[src/rtl/apb_mem_slave_p_pkg.sv]
// apb_pkg: shared definitions for the APB4 memory slave.
//   apb_state_t  - slave FSM states
//   RESP_*       - pslverr response encodings
//   clog2w()     - index width helper (never returns less than 1)
package apb_pkg;

   typedef enum logic [1:0] {
      IDLE   = 2'd0,
      SETUP  = 2'd1,
      ACCESS = 2'd2
   } apb_state_t;

   localparam logic RESP_OKAY   = 1'b0;
   localparam logic RESP_SLVERR = 1'b1;

   function automatic int clog2w(input int n);
      return (n <= 2) ? 1 : $clog2(n);
   endfunction

endpackage

[src/rtl/apb_mem_slave_p_if.sv]
// apb_mem_slave_p_if: APB4 completer-side bus bundle.
//   master modport drives psel/penable/pwrite/paddr/pprot/pwdata/pstrb,
//   slave modport drives prdata/pready/pslverr.
interface apb_mem_slave_p_if #(
   parameter int ADDR_WIDTH = 32,
   parameter int DATA_WIDTH = 32
);
   logic                    psel;
   logic                    penable;
   logic                    pwrite;
   logic [ADDR_WIDTH-1:0]   paddr;
   logic [2:0]              pprot;
   logic [DATA_WIDTH-1:0]   pwdata;
   logic [DATA_WIDTH/8-1:0] pstrb;
   logic [DATA_WIDTH-1:0]   prdata;
   logic                    pready;
   logic                    pslverr;

   modport master (output psel, penable, pwrite, paddr, pprot, pwdata, pstrb,
                   input  prdata, pready, pslverr);
   modport slave  (input  psel, penable, pwrite, paddr, pprot, pwdata, pstrb,
                   output prdata, pready, pslverr);
endinterface

[src/rtl/apb_mem_slave_p_ram.sv]
// apb_byte_ram: DEPTH x DATA_WIDTH storage, byte-strobed synchronous write,
// combinational read, whole array cleared by async reset.
//   clk, rst          clock / async active-high clear
//   i_we, i_strb      write enable and per-byte enables
//   i_addr            word index (shared by read and write)
//   i_wdata, o_rdata  write data / combinational read data
module apb_byte_ram #(
   parameter int DATA_WIDTH = 32,
   parameter int DEPTH      = 32
) (
   input  logic                      clk,
   input  logic                      rst,
   input  logic                      i_we,
   input  logic [$clog2(DEPTH)-1:0]  i_addr,
   input  logic [DATA_WIDTH-1:0]     i_wdata,
   input  logic [DATA_WIDTH/8-1:0]   i_strb,
   output logic [DATA_WIDTH-1:0]     o_rdata
);
   logic [DATA_WIDTH-1:0] r_mem [DEPTH];

   always_ff @(posedge clk or posedge rst) begin
      if (rst) begin
         for (int i = 0; i < DEPTH; i++) r_mem[i] <= '0;
      end else if (i_we) begin
         for (int b = 0; b < DATA_WIDTH/8; b++)
            if (i_strb[b]) r_mem[i_addr][b*8 +: 8] <= i_wdata[b*8 +: 8];
      end
   end

   assign o_rdata = r_mem[i_addr];
endmodule

[src/rtl/apb_mem_slave_p.sv]
// apb_mem_slave_p: parameterised APB4 memory slave with programmable wait
// states, address-decode error response and a saturating error counter.
//   pclk, preset   clock / async active-high reset
//   bus (slave)    APB4 signals, see apb_mem_slave_p_if
//   err_cnt        number of pslverr responses, saturates at all-ones
// Optional: define APB_MEM_SLAVE_PROT_EN to enable pprot-based access errors
// (unprivileged writes, non-secure reads of word 0).
module apb_mem_slave_p
   import apb_pkg::*;
#(
   parameter int ADDR_WIDTH    = 32,
   parameter int DATA_WIDTH    = 32,
   parameter int DEPTH         = 32,
   parameter int WAIT_STATES   = 0,
   parameter int ERR_CNT_WIDTH = 8
) (
   input  logic                     pclk,
   input  logic                     preset,
   apb_mem_slave_p_if.slave         bus,
   output logic [ERR_CNT_WIDTH-1:0] err_cnt
);
   localparam int LSB  = $clog2(DATA_WIDTH/8);
   localparam int IDXW = clog2w(DEPTH);

   apb_state_t             r_state;
   logic [3:0]             r_wait;
   logic [DATA_WIDTH-1:0]  r_prdata;
   logic [ERR_CNT_WIDTH-1:0] r_err_cnt;

   logic [IDXW-1:0]        w_idx;
   logic [DATA_WIDTH-1:0]  w_rdata;
   logic w_misalign, w_oor, w_prot_err, w_err;
   logic w_setup, w_acc, w_viol, w_done, w_we, w_pready, w_pslverr;

   // ---- address decode ----
   assign w_idx = bus.paddr[LSB +: IDXW];
   assign w_oor = (bus.paddr >> (LSB + IDXW)) != '0;

   if (LSB > 0) begin : g_align
      assign w_misalign = |bus.paddr[LSB-1:0];
   end else begin : g_noalign
      assign w_misalign = 1'b0;
   end

`ifdef APB_MEM_SLAVE_PROT_EN
   assign w_prot_err = bus.pwrite ? ~bus.pprot[0]
                                  : (bus.pprot[1] & (w_idx == '0));
`else
   logic w_unused_prot;
   assign w_unused_prot = ^bus.pprot;
   assign w_prot_err    = 1'b0;
`endif

   assign w_err = w_misalign | w_oor | w_prot_err;

   // ---- phase decode ----
   // SETUP marks the first access cycle after a captured setup phase;
   // ACCESS marks the wait-extended ones. Either way the FSM is "busy".
   assign w_setup = bus.psel & ~bus.penable;
   assign w_acc   = (r_state != IDLE) & bus.psel & bus.penable;
   // An access phase that was never preceded by a setup phase.
   assign w_viol  = (r_state == IDLE) & bus.psel & bus.penable;
   assign w_done  = w_acc & (r_wait == '0);
   assign w_we    = w_done & bus.pwrite & ~w_err;

   assign w_pready  = ~preset & (w_done | w_viol);
   assign w_pslverr = ~preset & ((w_done & w_err) | w_viol) ? RESP_SLVERR : RESP_OKAY;

   assign bus.pready  = w_pready;
   assign bus.pslverr = w_pslverr;
   assign bus.prdata  = r_prdata;
   assign err_cnt     = r_err_cnt;

   apb_byte_ram #(.DATA_WIDTH(DATA_WIDTH), .DEPTH(DEPTH)) u_ram (
      .clk     (pclk),
      .rst     (preset),
      .i_we    (w_we),
      .i_addr  (w_idx),
      .i_wdata (bus.pwdata),
      .i_strb  (bus.pstrb),
      .o_rdata (w_rdata)
   );

   always_ff @(posedge pclk or posedge preset) begin
      if (preset) begin
         r_state   <= IDLE;
         r_wait    <= '0;
         r_prdata  <= '0;
         r_err_cnt <= '0;
      end else begin
         if (w_pready && w_pslverr && !(&r_err_cnt))
            r_err_cnt <= r_err_cnt + 1'b1;

         case (r_state)
            SETUP, ACCESS: begin
               if (!bus.psel)
                  r_state <= IDLE;               // abort: nothing written
               else if (bus.penable) begin
                  if (r_wait == '0)
                     r_state <= IDLE;            // completion
                  else begin
                     r_state <= ACCESS;
                     r_wait  <= r_wait - 1'b1;
                  end
               end else
                  r_state <= SETUP;              // fresh setup phase
            end
            default: if (w_setup) r_state <= SETUP;
         endcase

         // Read data is fetched at the setup edge so it is already valid
         // in the first access cycle, regardless of wait states.
         if (w_setup) begin
            r_wait <= 4'(WAIT_STATES);
            if (!bus.pwrite) r_prdata <= w_err ? '0 : w_rdata;
         end
      end
   end
endmodule

[src/flat_wrapper.sv]
// flat-port wrapper written by rule: the top's interface ports become plain ports
module apb_mem_slave_p_flat import apb_pkg::*;
#(
   parameter int ADDR_WIDTH    = 32,
   parameter int DATA_WIDTH    = 32,
   parameter int DEPTH         = 32,
   parameter int WAIT_STATES   = 0,
   parameter int ERR_CNT_WIDTH = 8
)
  (pclk, preset, err_cnt, bus_psel, bus_penable, bus_pwrite, bus_paddr, bus_pprot, bus_pwdata, bus_pstrb, bus_prdata, bus_pready, bus_pslverr);
  apb_mem_slave_p_if #(.ADDR_WIDTH(ADDR_WIDTH), .DATA_WIDTH(DATA_WIDTH)) bus_i ();
  input  logic pclk;
  input  logic preset;
  output logic [ERR_CNT_WIDTH-1:0] err_cnt;
  input wire logic [$bits(bus_i.psel)-1:0] bus_psel;
  input wire logic [$bits(bus_i.penable)-1:0] bus_penable;
  input wire logic [$bits(bus_i.pwrite)-1:0] bus_pwrite;
  input wire logic [$bits(bus_i.paddr)-1:0] bus_paddr;
  input wire logic [$bits(bus_i.pprot)-1:0] bus_pprot;
  input wire logic [$bits(bus_i.pwdata)-1:0] bus_pwdata;
  input wire logic [$bits(bus_i.pstrb)-1:0] bus_pstrb;
  output wire logic [$bits(bus_i.prdata)-1:0] bus_prdata;
  output wire logic [$bits(bus_i.pready)-1:0] bus_pready;
  output wire logic [$bits(bus_i.pslverr)-1:0] bus_pslverr;
  assign bus_i.psel = bus_psel;
  assign bus_i.penable = bus_penable;
  assign bus_i.pwrite = bus_pwrite;
  assign bus_i.paddr = bus_paddr;
  assign bus_i.pprot = bus_pprot;
  assign bus_i.pwdata = bus_pwdata;
  assign bus_i.pstrb = bus_pstrb;
  assign bus_prdata = bus_i.prdata;
  assign bus_pready = bus_i.pready;
  assign bus_pslverr = bus_i.pslverr;
  apb_mem_slave_p #(.ADDR_WIDTH(ADDR_WIDTH), .DATA_WIDTH(DATA_WIDTH), .DEPTH(DEPTH), .WAIT_STATES(WAIT_STATES), .ERR_CNT_WIDTH(ERR_CNT_WIDTH)) u_core (.pclk(pclk), .preset(preset), .bus(bus_i), .err_cnt(err_cnt));
endmodule
[config.mk]
export PLATFORM = sky130hd
export DESIGN_NAME = apb_mem_slave_p_flat
export DESIGN_NICKNAME = d
export VERILOG_FILES = /design/src/rtl/apb_mem_slave_p_pkg.sv /design/src/rtl/apb_mem_slave_p_if.sv /design/src/rtl/apb_mem_slave_p_ram.sv /design/src/rtl/apb_mem_slave_p.sv /design/src/flat_wrapper.sv
export SDC_FILE = /design/constraint.sdc
export NUM_CORES = 2
export LEC_CHECK = 0
export CAP_MARGIN = 15
export CORE_ASPECT_RATIO = 1.1
export CORE_UTILIZATION = 26
export DETAILED_ROUTE_END_ITERATION = 10
export GPL_TIMING_DRIVEN = 0
export PLACE_DENSITY_LB_ADDON = 0.15
export RECOVER_POWER = 50
export SYNTH_ARGS = -nofsm -noshare
export SYNTH_HDL_FRONTEND = slang
export SYNTH_SLANG_ARGS = --single-unit
[constraint.sdc]
create_clock -name pclk -period 59.5 [get_ports pclk]
set_input_delay 17.85 -clock pclk [delete_from_list [all_inputs] [get_ports pclk]]
set_output_delay 17.85 -clock pclk [all_outputs]
set_load 0.005 [all_outputs]
==> impl_metrics.yaml <==
global_routing:
  grt_pass1_vias: 33100
  groute.layer.met1.usage_pct: 29.7
  grt_util_met3_pct: 4.45
  grt-busiest-layer: "met2"
  track_usage_pct: 22.6
  antenna_found_initial: 10
  globalRouteOverflowTotal: 0
  grt_max_degree: 41
  grt_pass1_wl_um: 291000
  gr-usage-met2_pct: 36.9
clocking:
  root_buffer: "clkbuf_16"
  cts_buffers: 130
  cts_tree: "done"
  clk_latency_ns: 0.80
  clkSinkCount: 1070
  cts_resized: 0
  ctsHoldBuffers: 0
  cts_setup_buffers: 0
  clockBufferDepth: 3
  clk_pin_slew_worst_paths_ns: 0.05
  htreeDepth: 4
die:
  fp-row-count: 166
  die_w_um: 414
  start_util_pct: 26.2
  io_pins: 118
  die_h_um: 455
  coreArea_sq_mm: 0.186
  dieArea_sq_mm: 0.189
synthesis:
  synth-edff-count: 0
  synth_flop_cell: "dfrtp_1"
  ys_ff_latch: 1070
  seq_area_frac_synth_pct: 55.1
  synth_warnings: 0
  syn_inst: 3373
  synth_nets: 3452
  syn-mean-instance-area_sq_um: 14.4
  syn_area_sq_mm: 0.0486
  yosysTopAreaCellShare_pct: 55.1
  synthTopCellsByArea: "dfrtp_1, mux2_2, mux2i_1"
  synth_cell_types: 50
  synthArstFlopShare_pct: 100
  synth_area_leader_cell: "dfrtp_1"
route:
  wirelength_um: 214000
  vias: 32100
  drc: 0
  wl_per_cell_um: 34.5
  dr.pass1.iters: 7
  drt_iter0_drc: 2791
  drt.antenna.violating_nets: 0
  detail_route.vias_per_cell: 5.17
critical_path:
  worst_path_most_repeated_cell: "clkbuf_1"
  worstSetupEndpointType: "primary output"
  slowest_stage: "clkbuf_1"
  rr_endpoint: "u_core.u_ram.r_mem[477]$_DFFE_PP0P_"
  crit_chain: "dlygate4sd3_1, clkinvlp_2, clkbuf_1, clkbuf_1, clkbuf_1, o2111ai_1, nor2_1, clkdlybuf4s50_1"
  worst_r2r_startpoint: "u_core.r_wait[0]$_DFFE_PP0P_"
  path_class: "in -> out"
  reg2reg_slack_ns: 55.63
  reg2reg_depth: 7
  cp.required_ns: 41.65
  start_kind: "primary input"
  slowest_delay_ns: 1.49
  cp_max_fo: 35
  arrival_ns: 24.17
timing:
  slew_viol_final: 950
  post-route-min-period_ns: 42.02
  hold_slack_ns: 0.473
  hold_viol: 0
  clock.fmax_mhz: 23.8
  period_share_pct: 70.6
  setup_viol: 0
  setup_ws_ns: 17.48
  maxSlewHeadroom_pct: -54.3
  rsz0062_at_grt: "false"
  finalClockSkew_ns: 0.0346
  worst_slew_pin_slew_ns: 2.31
hold_path:
  holdPathStages: 1
  hold_class: "reg -> reg"
  worstHoldStart: "u_core.bus.prdata[13]$_DFFE_PP0P_"
  min_to: "u_core.bus.prdata[13]$_DFFE_PP0P_"
final_layout:
  finalNetCount: 3744
  area_growth_pct: 18.3
  final_cell_mix: "dfrtp_1, mux2_2, mux2i_1, clkbuf_1, nand2_1"
  instances_no_fill: 6203
  final_common_cell: "dfrtp_1"
  drive_gt1_share_pct: 39.1
pwr:
  vdd_drop_max_mv: 0.0261
  power_frac_seq_pct: 44.5
  p_leak_nw: 27.9
  internal_power_w: 0.00123
  p_total_w: 0.00165
  combPwrFrac_pct: 6.7
  power_density_mw_per_mm2: 28.7
  power_frac_clock_pct: 48.8
  p_sw_w: 0.000416
  swShare_pct: 25.2
placement:
  dp.cells: 5968
  gp_congestion: 0.883
  io_buffers: 109
  dp_hpwl_um: 142000
  pre_cts_slack_ns: 20.59
outcome:
  violations: "max-capacitance violations, max-slew violations"
  status: "complete, but fails checks"
run:
  cap_violations: 27
## Yosys cell counts, drive strengths merged, types with 3 or more instances
master and n:
a21o 11, a221oi 30, a22o 32, a22oi 106, and3 7, and4b 5
buf 98, clkbuf 134, dfrtp 1070, ha 3, inv 13, mux2 1028
mux2i 344, mux4 83, nand2 147, nand2b 3, nand3 15, nand3b 3
nand4 26, nand4b 3, nor2 62, nor3 3, nor3b 4, nor4 20
nor4b 4, nor4bb 6, o2111ai 11, o211ai 4, o21ai 27, o22ai 31
o31ai 11, or3 3, or4 10, xor2 5
## layout make-up
type / instances / area [sq um]
Fill cell: 18800 / 128000
Sequential cell: 1070 / 26800
Multi-Input combinational cell: 2058 / 20700
Clock buffer: 197 / 3890
Tap cell: 2436 / 3050
Timing Repair Buffer: 160 / 1510
Buffer: 232 / 1080
Clock inverter: 30 / 309
Inverter: 13 / 50.0
Antenna cell: 7 / 17.5
## flip-flops by register name, indices dropped and copies added (netlist names)
register,flops
u_core.u_ram.r_mem,1024
u_core.bus.prdata,32
u_core.err_cnt,8
u_core.r_wait,4
u_core.r_state,2
## metal layers
| metal | wire length, um | share of wire [%] | up-vias |
|---|---|---|---|
| met3 | 12500 | 5.8 | 304 |
| li1 | - | - | 13200 |
| met1 | 93200 | 44 | 17600 |
| met4 | 8130 | 3.8 | 2 |
| met2 | 100000 | 47 | 1021 |
| met5 | 13 | 0.0061 | - |
## kinds of logic after synthesis
family	synth area share, %
adder cells (fa/ha/maj)	0.0773
buffers and inverters	2.27
AO/OA/AOI/OAI	4.11
AND/OR/NAND/NOR	3.52
multiplexers	34.8
XOR/XNOR	0.108
flip-flops	55.1
## worst max path at each step
stage,start,end,slack [ns],depth (start not counted)
2_1_floorplan,preset,bus_pready,5.78,3
3_3_place_gp,preset,bus_pready,-5.79,5
3_5_place_dp,bus_paddr[14],bus_pslverr,20.59,6
4_1_cts,bus_paddr[14],bus_pslverr,20.59,6
5_1_grt,preset,bus_pslverr,16.36,8
6_report,preset,bus_pslverr,17.48,8
## worst max-delay path, delay by kind of cell
family	cells	cell delay, ns
buf+inv	6	5.65
compound gates	1	0.41
simple gates	1	0.19
## stage by stage
stage | TNS [ns] | util, % | instance area [sq um]
finish | 0 | 30.9 | 57400
global route | 0 | 30.9 | 57400
floorplan | 0 | - | 48600
global placement | -11.44 | 28.4 | 52700
CTS | 0 | 31.2 | 57900
detailed placement | 0 | 28.9 | 53700
## power by group through the flow
stage	logic (W)	clock network, W	registers, W
floorplan	0.0000536	0	0.000748
global placement	0.000109	0	0.000749
detailed placement	0.000116	0	0.000746
CTS	0.000117	0.000821	0.000733
global route	0.000117	0.000848	0.000733
finish	0.000111	0.000804	0.000733
No activity file was read; power rests on OpenSTA's default activity.
